**config.mk**
```make
export PLATFORM = sky130hd
export DESIGN_NAME = ctrl_unit
export DESIGN_NICKNAME = d
export VERILOG_FILES = /design/src/rtl/ctrl_unit.sv
export SDC_FILE = /design/constraint.sdc
export NUM_CORES = 1
export LEC_CHECK = 0
export ABC_AREA = 1
export BUFFER_PORTS_ARGS = -buffer_cell sky130_fd_sc_hd__buf_2
export CAP_MARGIN = 20
export CORE_MARGIN = 2
export CORE_UTILIZATION = 47
export DETAILED_ROUTE_END_ITERATION = 8
export PLACE_DENSITY = 0.75
export SYNTH_ARGS = -nofsm -noshare
export SYNTH_HDL_FRONTEND = slang
export SYNTH_SLANG_ARGS = --single-unit
```
**constraint.sdc**
```tcl
create_clock -name i_clk -period 1.8 [get_ports i_clk]
set_input_delay 0.27 -clock i_clk [delete_from_list [all_inputs] [get_ports i_clk]]
set_output_delay 0.27 -clock i_clk [all_outputs]
set_load 0.05 [all_outputs]
```
**src/rtl/ctrl_unit.sv**
```systemverilog
// ctrl_unit: instruction-sequencing FSM for the CSD datapath.
// Each cycle it names one shared-bus source (o_read_en) and the destination
// strobe(s) that capture the bus on the closing clock edge. Outputs are Moore
// functions of the state and the latched opcode/register field/zero flag. They
// are registered by computing them from the next state, so each output register
// changes on the same edge as the state it belongs to.
module ctrl_unit (
    input  logic        i_clk,
    input  logic        i_rst_n,
    input  logic        i_start,
    input  logic [15:0] i_ir,
    input  logic        i_z,
    output logic [3:0]  o_read_en,
    output logic [10:0] o_wr_en,
    output logic        o_pc_inc,
    output logic [1:0]  o_alu_op,
    output logic        o_im_rd,
    output logic        o_done
);

    typedef enum logic [2:0] {
        S_IDLE     = 3'd0,
        S_FETCH    = 3'd1,
        S_FETCH_IR = 3'd2,
        S_DECODE   = 3'd3,
        S_EXEC     = 3'd4,
        S_EXEC2    = 3'd5,
        S_HALT     = 3'd6
    } state_t;

    localparam logic [3:0] OP_MOVA  = 4'd1;
    localparam logic [3:0] OP_MOVR  = 4'd2;
    localparam logic [3:0] OP_ADD   = 4'd3;
    localparam logic [3:0] OP_SUB   = 4'd4;
    localparam logic [3:0] OP_LDIM  = 4'd5;
    localparam logic [3:0] OP_LOAD  = 4'd6;
    localparam logic [3:0] OP_STORE = 4'd7;
    localparam logic [3:0] OP_LDAR  = 4'd8;
    localparam logic [3:0] OP_JMPZ  = 4'd9;
    localparam logic [3:0] OP_JMP   = 4'd10;
    localparam logic [3:0] OP_END   = 4'd15;

    // Bus source codes
    localparam logic [3:0] BUS_NONE = 4'd0;
    localparam logic [3:0] BUS_AC   = 4'd5;
    localparam logic [3:0] BUS_DM   = 4'd12;
    localparam logic [3:0] BUS_IM   = 4'd13;

    // Load-strobe bit positions
    localparam int WR_PC  = 0;
    localparam int WR_DAR = 1;
    localparam int WR_IR  = 2;
    localparam int WR_AC  = 3;
    localparam int WR_DM  = 10;

    localparam logic [1:0] ALU_PASS = 2'd0;
    localparam logic [1:0] ALU_ADD  = 2'd1;
    localparam logic [1:0] ALU_SUB  = 2'd2;

    state_t      r_state;
    logic [3:0]  r_op_q;
    logic [2:0]  r_rf_q;
    logic        r_z_q;
    logic [3:0]  r_read_en;
    logic [10:0] r_wr_en;
    logic        r_pc_inc;
    logic [1:0]  r_alu_op;
    logic        r_im_rd;
    logic        r_done;

    state_t      w_state_next;
    logic [3:0]  w_op_next;
    logic [2:0]  w_rf_next;
    logic        w_z_next;
    logic [3:0]  w_read_en_next;
    logic [10:0] w_wr_en_next;
    logic        w_pc_inc_next;
    logic [1:0]  w_alu_op_next;
    logic        w_im_rd_next;
    logic        w_done_next;
    logic [3:0]  w_sel_src;
    logic [10:0] w_sel_wr;
    logic        w_unused;

    // Only the opcode and register field of IR matter here.
    assign w_unused = ^i_ir[11:3];

    // Register field k selects bus code 6+k and load strobe bit 4+k.
    assign w_sel_src = 4'd6 + {1'b0, w_rf_next};
    assign w_sel_wr  = 11'(1) << (4'd4 + {1'b0, w_rf_next});

    // Next state plus the opcode/field/flag latches captured in DECODE
    always_comb begin
        w_state_next = r_state;
        w_op_next    = r_op_q;
        w_rf_next    = r_rf_q;
        w_z_next     = r_z_q;
        case (r_state)
            S_IDLE:     if (i_start) w_state_next = S_FETCH;
            S_FETCH:    w_state_next = S_FETCH_IR;
            S_FETCH_IR: w_state_next = S_DECODE;
            S_DECODE: begin
                w_op_next = i_ir[15:12];
                w_rf_next = i_ir[2:0];
                w_z_next  = i_z;
                case (i_ir[15:12])
                    OP_MOVA, OP_MOVR, OP_ADD, OP_SUB:
                        // Fields 6 and 7 name no register: skip the instruction
                        w_state_next = (i_ir[2:1] == 2'b11) ? S_FETCH : S_EXEC;
                    OP_LDIM, OP_LOAD, OP_STORE, OP_LDAR, OP_JMPZ, OP_JMP:
                        w_state_next = S_EXEC;
                    OP_END:
                        w_state_next = S_HALT;
                    default:
                        w_state_next = S_FETCH;
                endcase
            end
            S_EXEC: begin
                if ((r_op_q == OP_LDIM) || (r_op_q == OP_JMP) ||
                    ((r_op_q == OP_JMPZ) && r_z_q))
                    w_state_next = S_EXEC2;
                else
                    w_state_next = S_FETCH;
            end
            S_EXEC2:    w_state_next = S_FETCH;
            S_HALT:     w_state_next = S_HALT;
            default:    w_state_next = S_IDLE;
        endcase
    end

    // Moore outputs of the state being entered, using the latches being entered
    always_comb begin
        w_read_en_next = BUS_NONE;
        w_wr_en_next   = '0;
        w_pc_inc_next  = 1'b0;
        w_alu_op_next  = ALU_PASS;
        w_im_rd_next   = 1'b0;
        w_done_next    = 1'b0;
        case (w_state_next)
            S_FETCH: w_im_rd_next = 1'b1;
            S_FETCH_IR: begin
                w_read_en_next       = BUS_IM;
                w_wr_en_next[WR_IR]  = 1'b1;
                w_pc_inc_next        = 1'b1;
            end
            S_EXEC: begin
                case (w_op_next)
                    OP_MOVA: begin
                        w_read_en_next = BUS_AC;
                        w_wr_en_next   = w_sel_wr;
                    end
                    OP_MOVR, OP_ADD, OP_SUB: begin
                        w_read_en_next      = w_sel_src;
                        w_wr_en_next[WR_AC] = 1'b1;
                        w_alu_op_next       = (w_op_next == OP_ADD) ? ALU_ADD :
                                              (w_op_next == OP_SUB) ? ALU_SUB : ALU_PASS;
                    end
                    OP_LOAD: begin
                        w_read_en_next      = BUS_DM;
                        w_wr_en_next[WR_AC] = 1'b1;
                    end
                    OP_STORE: begin
                        w_read_en_next      = BUS_AC;
                        w_wr_en_next[WR_DM] = 1'b1;
                    end
                    OP_LDAR: begin
                        w_read_en_next       = BUS_AC;
                        w_wr_en_next[WR_DAR] = 1'b1;
                    end
                    OP_LDIM, OP_JMP: w_im_rd_next = 1'b1;
                    OP_JMPZ: begin
                        // Taken: read the target word; not taken: step over it
                        w_im_rd_next  = w_z_next;
                        w_pc_inc_next = ~w_z_next;
                    end
                    default: ;
                endcase
            end
            S_EXEC2: begin
                w_read_en_next = BUS_IM;
                if (w_op_next == OP_LDIM) begin
                    w_wr_en_next[WR_AC] = 1'b1;
                    w_pc_inc_next       = 1'b1;
                end else begin
                    // Jump target loads PC; no increment so the load wins
                    w_wr_en_next[WR_PC] = 1'b1;
                end
            end
            S_HALT: w_done_next = 1'b1;
            default: ;
        endcase
    end

    // State, instruction latches and registered outputs; reset clears all at once
    always_ff @(posedge i_clk or negedge i_rst_n) begin
        if (!i_rst_n) begin
            r_state   <= S_IDLE;
            r_op_q    <= '0;
            r_rf_q    <= '0;
            r_z_q     <= 1'b0;
            r_read_en <= '0;
            r_wr_en   <= '0;
            r_pc_inc  <= 1'b0;
            r_alu_op  <= '0;
            r_im_rd   <= 1'b0;
            r_done    <= 1'b0;
        end else begin
            r_state   <= w_state_next;
            r_op_q    <= w_op_next;
            r_rf_q    <= w_rf_next;
            r_z_q     <= w_z_next;
            r_read_en <= w_read_en_next;
            r_wr_en   <= w_wr_en_next;
            r_pc_inc  <= w_pc_inc_next;
            r_alu_op  <= w_alu_op_next;
            r_im_rd   <= w_im_rd_next;
            r_done    <= w_done_next;
        end
    end

    assign o_read_en = r_read_en;
    assign o_wr_en   = r_wr_en;
    assign o_pc_inc  = r_pc_inc;
    assign o_alu_op  = r_alu_op;
    assign o_im_rd   = r_im_rd;
    assign o_done    = r_done;

endmodule

```
==> results of run 1 <==
## routing by layer
layer	GRT usage	up-vias
met2	0.2782	34
met3	0.04865	8
met4	0.1194	0
met5	0	-
li1	-	743
met1	0.2512	611
## critical path: stages, from the launching register on
cell	delay, ns
dfrtp_2	0.44
nand2_1	0.08
nor2_2	0.17
nand2_1	0.08
nand2_1	0.13
inv_1	0.08
ha_1	0.29
inv_1	0.04
nand2_1	0.05
nand3_1	0.07
nand2_1	0.06
nand2_1	0.05
## cell families after synthesis
kind of cell             synth area share
adder cells (fa/ha/maj)          0.007703
flip-flops                         0.4777
buffers and inverters             0.08243
AND/OR/NAND/NOR                    0.3783
AO/OA/AOI/OAI                     0.05393
## path summary, 6_finish.rpt
check | start | end | slack [ns] | cells after the start
worst min register to register | r_rf_q[1]$_DFF_PN0_ | r_rf_q[1]$_DFF_PN0_ | 0.55 | 2
min in group asynchronous | i_rst_n | o_im_rd$_DFF_PN0_ | 0.49 | 2
worst min-delay path | i_ir[1] | r_rf_q[1]$_DFF_PN0_ | 0.25 | 3
worst max-delay path | r_state[1]$_DFF_PN0_ | o_read_en[2]$_DFF_PN0_ | 0.14 | 11
worst max register to register | r_state[1]$_DFF_PN0_ | o_read_en[2]$_DFF_PN0_ | 0.14 | 11
max in group asynchronous | i_rst_n | r_state[1]$_DFF_PN0_ | 0.85 | 2
## cells in the final DEF (no fill, tap or decap), drive strengths merged, types with 6 or more instances in the layout
cell	n
buf	38
clkbuf	6
dfrtp	31
inv	27
nand2	73
nand3	16
nand4	8
nor2	26
o21ai	12
## stage by stage
stage / setup WS (ns) / TNS (ns)
floorplan: 0.1073 / 0
global placement: 0.06926 / 0
detailed placement: 0.05081 / 0
CTS: 0.01945 / 0
global route: -0.006577 / -0.006577
finish: 0.1442 / 0
## cell type report
class	instances	area [sq um]
clock buffer	6	51.30
clock inverter	1	5.005
sequential	31	778.2
multi-input combinational	146	725.7
inverter	27	103.9
timing repair buffer	39	220.2
fill	321	1395
tap	46	57.56
## flip-flops by register name (all words and copies together), names as in the netlist
| register | flops |
|---|---|
| r_z_q | 1 |
| o_read_en | 4 |
| r_state | 3 |
| o_pc_inc | 1 |
| r_op_q | 4 |
| o_wr_en | 11 |
| o_im_rd | 1 |
| o_alu_op | 2 |
| r_rf_q | 3 |
| o_done | 1 |
## power by group through the flow
stage,clock [uW],sequential (uW),combinational (uW)
2_1_floorplan,0,1220,1450
3_3_place_gp,0,1050,2030
3_5_place_dp,0,1050,2060
4_1_cts,435,1040,2060
5_1_grt,476,1070,2420
6_report,417,1040,2170
## timing repair
action | 4_1_cts | 5_1_grt
endpoints found under the hold margin | 31 | 0
resized for setup | 0 | 5
setup endpoints to repair | 0 | 15
hold buffers | 1 | 0
buffers inserted | 0 | 3
## cell usage after synthesis (all sizes together)
master	n	share of area
nand2	73	0.18
dfrtp	31	0.48
inv	27	0.064
nor2	26	0.075
nand3	16	0.066
o21ai	12	0.039
nand4	8	0.031
a21oi	4	0.015
nor3	4	0.015
buf	3	0.016
or2	2	0.0077
clkbuf	1	0.0023
ha	1	0.0077
==> impl_metrics.yaml, run 1 <==
finish:
  nets: 271
  syn_to_final_growth_pct: 19.57
  antennaDiodeCount: 0
  drive_above_1_share: 0.3080
  fin_area_sq_um: 1942
  utilization: 0.5819
  fin_cells: 296
power:
  finalPower_uw: 3621
  p_sw_uw: 1859
  power_switching_share: 0.5134
  ir_worst_vdd_uv: 779.4
  clkPwrFrac: 0.115
  leakagePower_uw: 0.001088
  combPwrFrac: 0.599
  p_int_uw: 1762
  power_frac_seq: 0.286
  power_density_nw_per_um2: 1865
routing:
  drc: 0
  drt_wl_total_um: 3266
  drtIter0Drc: 55
  vias: 1396
  top_layer: "met4"
  firstDrtPassIters: 4
  met1_length_um: 1543
  antenna_left: 0
  wl_met2_um: 1484
  wl_per_cell_um: 11.03
  viasPerCell: 4.716
  routed-wl-met3_um: 159
sta:
  slew_headroom: 0.5617
  post-route-period-util: 0.9199
  setup_violations: 0
  worst_pin_slew_ns: 0.6575
  max_freq_mhz: 603.9
  slew_viol_final: 0
  hold_viol: 0
  fin_worst_skew_ns: 0.005305
  min_period_ns: 1.656
  hold_ws_ns: 0.2494
placed_design:
  port_buffers: 30
  dpl.hpwl_um: 2439
  gp_congestion: 0.8250
  placed_cell_area_sq_um: 1839
  placed_cells: 285
clock_tree:
  cts_buffers: 5
  cts_max_level: 2
  cts_root_buf: "clkbuf_4"
  clkLatencyLatePin_ns: 0.34
  cts.sinks: 31
  clk_pin_slew_ns: 0.09
  cts_tree: "yes"
  cts_buffer_depth: 2
setup_path:
  criticalPathCategory: "reg -> reg"
  arrival_ns: 1.88
  path_max_fanout: 6
  worstPathRequired_ns: 2.03
  endpoint_kind: "flop"
  startpoint_type: "flop"
floorplanning:
  rows: 21
  core_sq_um: 3337
  fp.dieArea_sq_um: 3942
  initial_core_util: 0.4867
  ios: 40
  die_h_um: 62.79
  die_w_um: 62.79
min_path:
  timing.hold.worst.class: "in -> reg"
logic_synthesis:
  ys_types: 26
  syn_avg_cell_area_sq_um: 7.808
  yosys_warnings: 0
  ys_ff_latch: 31
  synthCells: 208
  syn_area_sq_um: 1624
  ys_seq_area_frac: 0.4777
  syn_nets: 229
grt:
  grt_pass1_wl_um: 5664
  antenna_found_initial: 0
  grt_pass1_vias: 1230
  grtUsageTotal: 0.1901
  grt_max_degree: 32
  grt_overflow: 0
outcome:
  status: "completed"
flow_run:
  cap_violations: 0
Power figures use the tool's default switching activity.
==> inputs of run 2 (changes only) <==
CORE_UTILIZATION = 49   (was 47)
CTS_BUF_LIST = sky130_fd_sc_hd__clkbuf_4   (was not set)
PLACE_DENSITY = 0.77   (was 0.75)
==> impl_metrics.yaml, run 2 (synthesis results as in run 1) <==
power:
  leakagePower_uw: 0.001078
  ir_worst_vdd_uv: 877.8
  p_sw_uw: 1873
  power_density_nw_per_um2: 1851
  p_int_uw: 1715
  power_switching_share: 0.5219
  clkPwrFrac: 0.101
  power_frac_seq: 0.287
  combPwrFrac: 0.611
sta:
  min_period_ns: 1.656
  slew_headroom: 0.5528
  slew_viol_final: 0
  fin_worst_skew_ns: 0.01192
  setup_violations: 0
  post-route-period-util: 0.9201
  hold_ws_ns: 0.2655
  hold_viol: 0
  finalSetupTns_ns: 0
  max_freq_mhz: 603.8
  rsz0062_at_grt: "yes"
  worst_pin_slew_ns: 0.6707
placed_design:
  placed_cell_area_sq_um: 1844
  port_buffers: 30
  gp_congestion: 0.8089
  dpl.hpwl_um: 2471
floorplanning:
  rows: 20
  die_w_um: 61.57
  ios: 40
  core_sq_um: 3103
  fp.dieArea_sq_um: 3791
  initial_core_util: 0.5234
  die_h_um: 61.57
routing:
  antenna_left: 0
  wl_per_cell_um: 11.11
  drtIter0Drc: 33
  drt_wl_total_um: 3254
  vias: 1430
  viasPerCell: 4.881
  drc: 0
  firstDrtPassIters: 4
clock_tree:
  cts_tree: "yes"
  clk_pin_slew_ns: 0.10
  clkLatencyLatePin_ns: 0.33
  cts_buffers: 5
  cts.sinks: 31
  cts_root_buf: "clkbuf_4"
  cts_max_level: 2
  cts_buffer_depth: 2
finish:
  nets: 270
  mostFrequentLayoutCells: "61 x nand2_1, 30 x buf_2, 29 x dfrtp_1"
  utilization: 0.6246
  antennaDiodeCount: 0
  syn_to_final_growth_pct: 19.34
  drive_above_1_share: 0.3133
  fill_cells: 303
  fin_area_sq_um: 1938
  largest_reg_flops: 11
  final_common_cell: "nand2_1"
setup_path:
  criticalPathCategory: "reg -> reg"
  cp-startpoint: "r_state[2]$_DFF_PN0_"
  crit_family: "simple AND/OR/NAND/NOR gates"
  worstPathRequired_ns: 2.06
  slowest_delay_ns: 0.46
  path_max_fanout: 12
  crit_path_top_delay_cell: "dfrtp_2"
  startpoint_type: "flop"
  arrival_ns: 1.92
  critPathBufInv: 2
  cp_cell_sequence: "inv_4, nand3_4, nand2_1, nand2_2, nor2_2, nand2_2, inv_2, nand3_1, nor3_1"
  r2r_start: "r_state[2]$_DFF_PN0_"
  endpoint_kind: "flop"
  crit_top_cell: "nand2_2"
grt:
  grt_pass1_vias: 1264
  grt_overflow: 0
  grt_pass1_wl_um: 5430
  grt_max_degree: 32
  grtUsageTotal: 0.2020
  antenna_found_initial: 0
min_path:
  timing.hold.worst.class: "in -> reg"
  min_from: "i_z"
flow_run:
  cap_violations: 0
outcome:
  status: "completed"
-- run 2: final cells by class --
class	instances	area [sq um]	share of cell area
clock inverter	2	8.758	0.004519
timing repair buffer	38	212.7	0.1097
sequential	31	778.2	0.4015
multi-input combinational	146	742.0	0.3828
tap	44	55.05	0.02841
inverter	27	103.9	0.05358
clock buffer	5	37.54	0.01937
-- run 2: tightest hold or removal path: cells and delay by family --
kind | cells | cell delay [ns]
AOI/OAI and AO/OA | 1 | 0.14
buffers and inverters | 2 | 0.15
-- run 2: worst paths after layout --
path / to / slack (ns) / cells after the start
max reg2reg: o_wr_en[9]$_DFF_PN0_ / 0.14 / 9
max: o_wr_en[9]$_DFF_PN0_ / 0.14 / 9
min in group asynchronous: r_rf_q[0]$_DFF_PN0_ / 0.50 / 2
max in group asynchronous: r_state[2]$_DFF_PN0_ / 0.83 / 2
min reg2reg: r_op_q[2]$_DFF_PN0_ / 0.57 / 2
min: r_z_q$_DFF_PN0_ / 0.27 / 3
-- run 2: metal layers --
layer | vias to the layer above | GRT usage | routed length, um
li1 | 739 | - | -
met1 | 633 | 0.2655 | 1432
met2 | 47 | 0.3053 | 1579
met3 | 11 | 0.06092 | 165
met4 | 0 | 0.09422 | 76
met5 | - | 0 | 0
-- run 2: power groups by stage --
stage / Combinational, uW / Clock, uW / Sequential, uW
global placement: 2060 / 0 / 1020
detailed placement: 2090 / 0 / 1030
CTS: 2100 / 373 / 1020
global route: 2470 / 406 / 1060
finish: 2190 / 363 / 1030
floorplan: 1450 / 0 / 1220
-- run 2: through the flow --
stage / setup WS (ns) / instances / power, uW
3_3_place_gp: 0.1293 / 284 / 3083
3_5_place_dp: 0.1121 / 284 / 3126
6_report: 0.1438 / 293 / 3588
5_1_grt: -0.01861 / 293 / 3938
2_1_floorplan: 0.1073 / 208 / 2673
4_1_cts: 0.09007 / 292 / 3492
-- run 2: what timing repair did --
action | in CTS | in global routing
resized for setup | 0 | 10
setup endpoints to repair | 0 | 9
buffers inserted | 0 | 1
endpoints found under the hold margin | 31 | 0
hold buffers | 1 | 0
==> inputs of run 3 (changes only) <==
ABC_AREA = not set   (was 1)
PLACE_DENSITY = 0.78   (was 0.77)
==> impl_metrics.yaml, run 3 <==
setup_path:
  arrival_ns: 2.11
  worstPathRequired_ns: 2.03
  path_max_fanout: 7
  rrSetupSlack_ns: -0.08
  reg2reg_to: "o_read_en[2]$_DFF_PN0_"
  reg2reg_depth: 10
  endpoint_kind: "flop"
  criticalPathCategory: "reg -> reg"
  r2r_start: "r_op_q[1]$_DFF_PN0_"
  startpoint_type: "flop"
logic_synthesis:
  synth.area.top_cells: "dfrtp_1 49%, mux2i_1 3.8%, nor3_1 3.8%"
  ys_ff_latch: 31
  synth_commonest_cells: "31 x dfrtp_1, 14 x nor2_1, 12 x nor3_1"
  yosys_warnings: 0
  yosys.area.top_type: "dfrtp_1"
  ys_types: 46
  synthCells: 158
  yosysTopAreaCellShare: 0.4913
  synth_ff_type: "dfrtp_1"
  ys_seq_area_frac: 0.4913
  synth_edf_count: 0
  yosysMostFrequentCell: "dfrtp_1"
  syn_nets: 179
  synth-async-reset-ratio: 1.000
  syn_area_sq_um: 1579
  syn_avg_cell_area_sq_um: 9.994
finish:
  largest_reg_flops: 11
  antennaDiodeCount: 0
  fill_cells: 225
  nets: 240
  fin_area_sq_um: 2212
  drive_above_1_share: 0.4500
  mostFrequentLayoutCells: "30 x buf_2, 30 x dfrtp_1, 28 x buf_4"
  syn_to_final_growth_pct: 40.10
placed_design:
  dpl.hpwl_um: 2738
  gp_congestion: 0.8674
  port_buffers: 30
  placed_cell_area_sq_um: 1937
clock_tree:
  cts_tree: "yes"
  cts_buffers: 5
  cts_max_level: 2
  clk_pin_slew_ns: 0.10
  clkLatencyLatePin_ns: 0.34
  cts_root_buf: "clkbuf_4"
  cts_buffer_depth: 2
  cts.sinks: 31
floorplanning:
  ios: 40
  rows: 20
  core_sq_um: 3053
  initial_core_util: 0.5172
  fp.dieArea_sq_um: 3692
  die_w_um: 60.77
  die_h_um: 60.77
grt:
  grtUsageTotal: 0.2288
  grt_pass1_vias: 1355
  use_met2: 0.3932
  top_usage_layer: "met2"
  grt_pass1_wl_um: 6106
  grt_overflow: 0
  globalRouteMet3Util: 0.06823
  antenna_found_initial: 0
  grt_max_degree: 32
  gr-usage-met1: 0.2813
power:
  combPwrFrac: 0.634
  power_switching_share: 0.4489
  clkPwrFrac: 0.129
  p_sw_uw: 1846
  leakagePower_uw: 0.001105
  power_frac_seq: 0.237
  power_density_nw_per_um2: 1859
  p_int_uw: 2266
  ir_worst_vdd_uv: 958.3
  finalPower_uw: 4112
min_path:
  min_from: "i_ir[0]"
  whs_path_depth: 3
  timing.hold.worst.class: "in -> reg"
  hold_end: "r_rf_q[0]$_DFF_PN0_"
routing:
  firstDrtPassIters: 4
  drt_wl_total_um: 4119
  vias: 1449
  drc: 0
  drtIter0Drc: 54
  wl_per_cell_um: 15.60
  viasPerCell: 5.489
  antenna_left: 0
sta:
  rsz0062_at_grt: "yes"
  setup_violations: 8
  min_period_ns: 1.884
  setup_ws_ns: -0.08407
  hold_viol: 0
  fin_worst_skew_ns: 0.003039
  finalSetupTns_ns: -0.1792
  post-route-period-util: 1.047
  slew_viol_final: 0
  max_freq_mhz: 530.8
  slew_headroom: 0.5500
  worst_pin_slew_ns: 0.6749
outcome:
  status: "finished with violations"
  violations: "negative setup slack"
flow_run:
  cap_violations: 0
run 3: cell count changes after synthesis, sizes merged, moves of 3 or more:
cell	change
o21ai	-5
nand3	-14
nand2b	+4
mux2i	+8
a21oi	+3
nand2	-65
nor2	-12
a31oi	+3
a21o	+3
nand4	-7
nor4	+4
nor3	+8
inv	-13
run 3: layout make-up:
class / instances / area [sq um] / share of cell area
Multi-Input combinational cell: 106 / 849.6 / 0.3841
Sequential cell: 31 / 777.0 / 0.3512
Timing Repair Buffer: 61 / 401.6 / 0.1816
Tap cell: 44 / 55.05 / 0.02489
Inverter: 14 / 52.55 / 0.02376
Clock inverter: 3 / 38.79 / 0.01753
Clock buffer: 5 / 37.54 / 0.01697
run 3: how the worst max path moves through the flow:
| stage | startpoint | to | slack [ns] |
|---|---|---|---|
| finish | r_op_q[1]$_DFF_PN0_ | o_read_en[2]$_DFF_PN0_ | -0.08 |
| global route | r_state[0]$_DFF_PN0_ | o_read_en[0]$_DFF_PN0_ | -0.15 |
| CTS | r_op_q[2]$_DFF_PN0_ | o_wr_en[9]$_DFF_PN0_ | -0.01 |
| detailed placement | r_state[2]$_DFF_PN0_ | o_wr_en[9]$_DFF_PN0_ | -0.08 |
| global placement | r_state[2]$_DFF_PN0_ | o_wr_en[4]$_DFF_PN0_ | 0.02 |
| floorplan | r_state[0]$_DFF_PN0_ | o_read_en[2]$_DFF_PN0_ | 0.06 |
run 3: logic make-up after synthesis:
group                      Yosys count  synth area share
AOI/OAI and AO/OA                   36            0.1609
adders and majority gates            1          0.007923
buffers and inverters               21           0.06339
DFF                                 31            0.4913
muxes                               10           0.07527
and+or+nand+nor                     59            0.2013
run 3: power by group through the flow:
stage	registers (uW)	logic (uW)	clock network, uW
after floorplan	1200	1140	0
after global placement	973	2080	0
after detailed placement	987	2150	0
after CTS	971	2310	534
after global routing	993	2780	563
final	974	2610	531
run 3: critical path: stages (launching register included):
cell	delay [ns]
dfrtp_2	0.44
buf_4	0.14
buf_4	0.13
buf_4	0.13
mux2i_4	0.14
buf_4	0.19
inv_2	0.09
nor2_1	0.14
o22ai_1	0.09
a21oi_1	0.19
o21bai_1	0.08
run 3: timing repair:
action	in CTS	in global routing
hold buffers	1	0
pin swaps	3	4
gates resized for setup	11	19
hold endpoints to repair	31	0
setup endpoints to repair	14	16
buffers inserted	3	2
run 3: routing by layer:
metal / vias up / part of all wire
met5: - / 0
li1: 688 / -
met2: 58 / 0.53
met4: 0 / 0.0078
met1: 698 / 0.40
met3: 5 / 0.054
run 3: metrics by stage:
stage	hold slack (ns)	instances	utilization	setup WS, ns
after CTS	0.2153	262	0.6889	-0.009907
after global routing	0.2303	264	0.7246	-0.1485
after global placement	0.3216	250	0.6344	0.02081
after detailed placement	0.3400	250	0.6344	-0.08223
after floorplan	-0.02559	158	-	0.05563
final	0.2169	264	0.7246	-0.08407
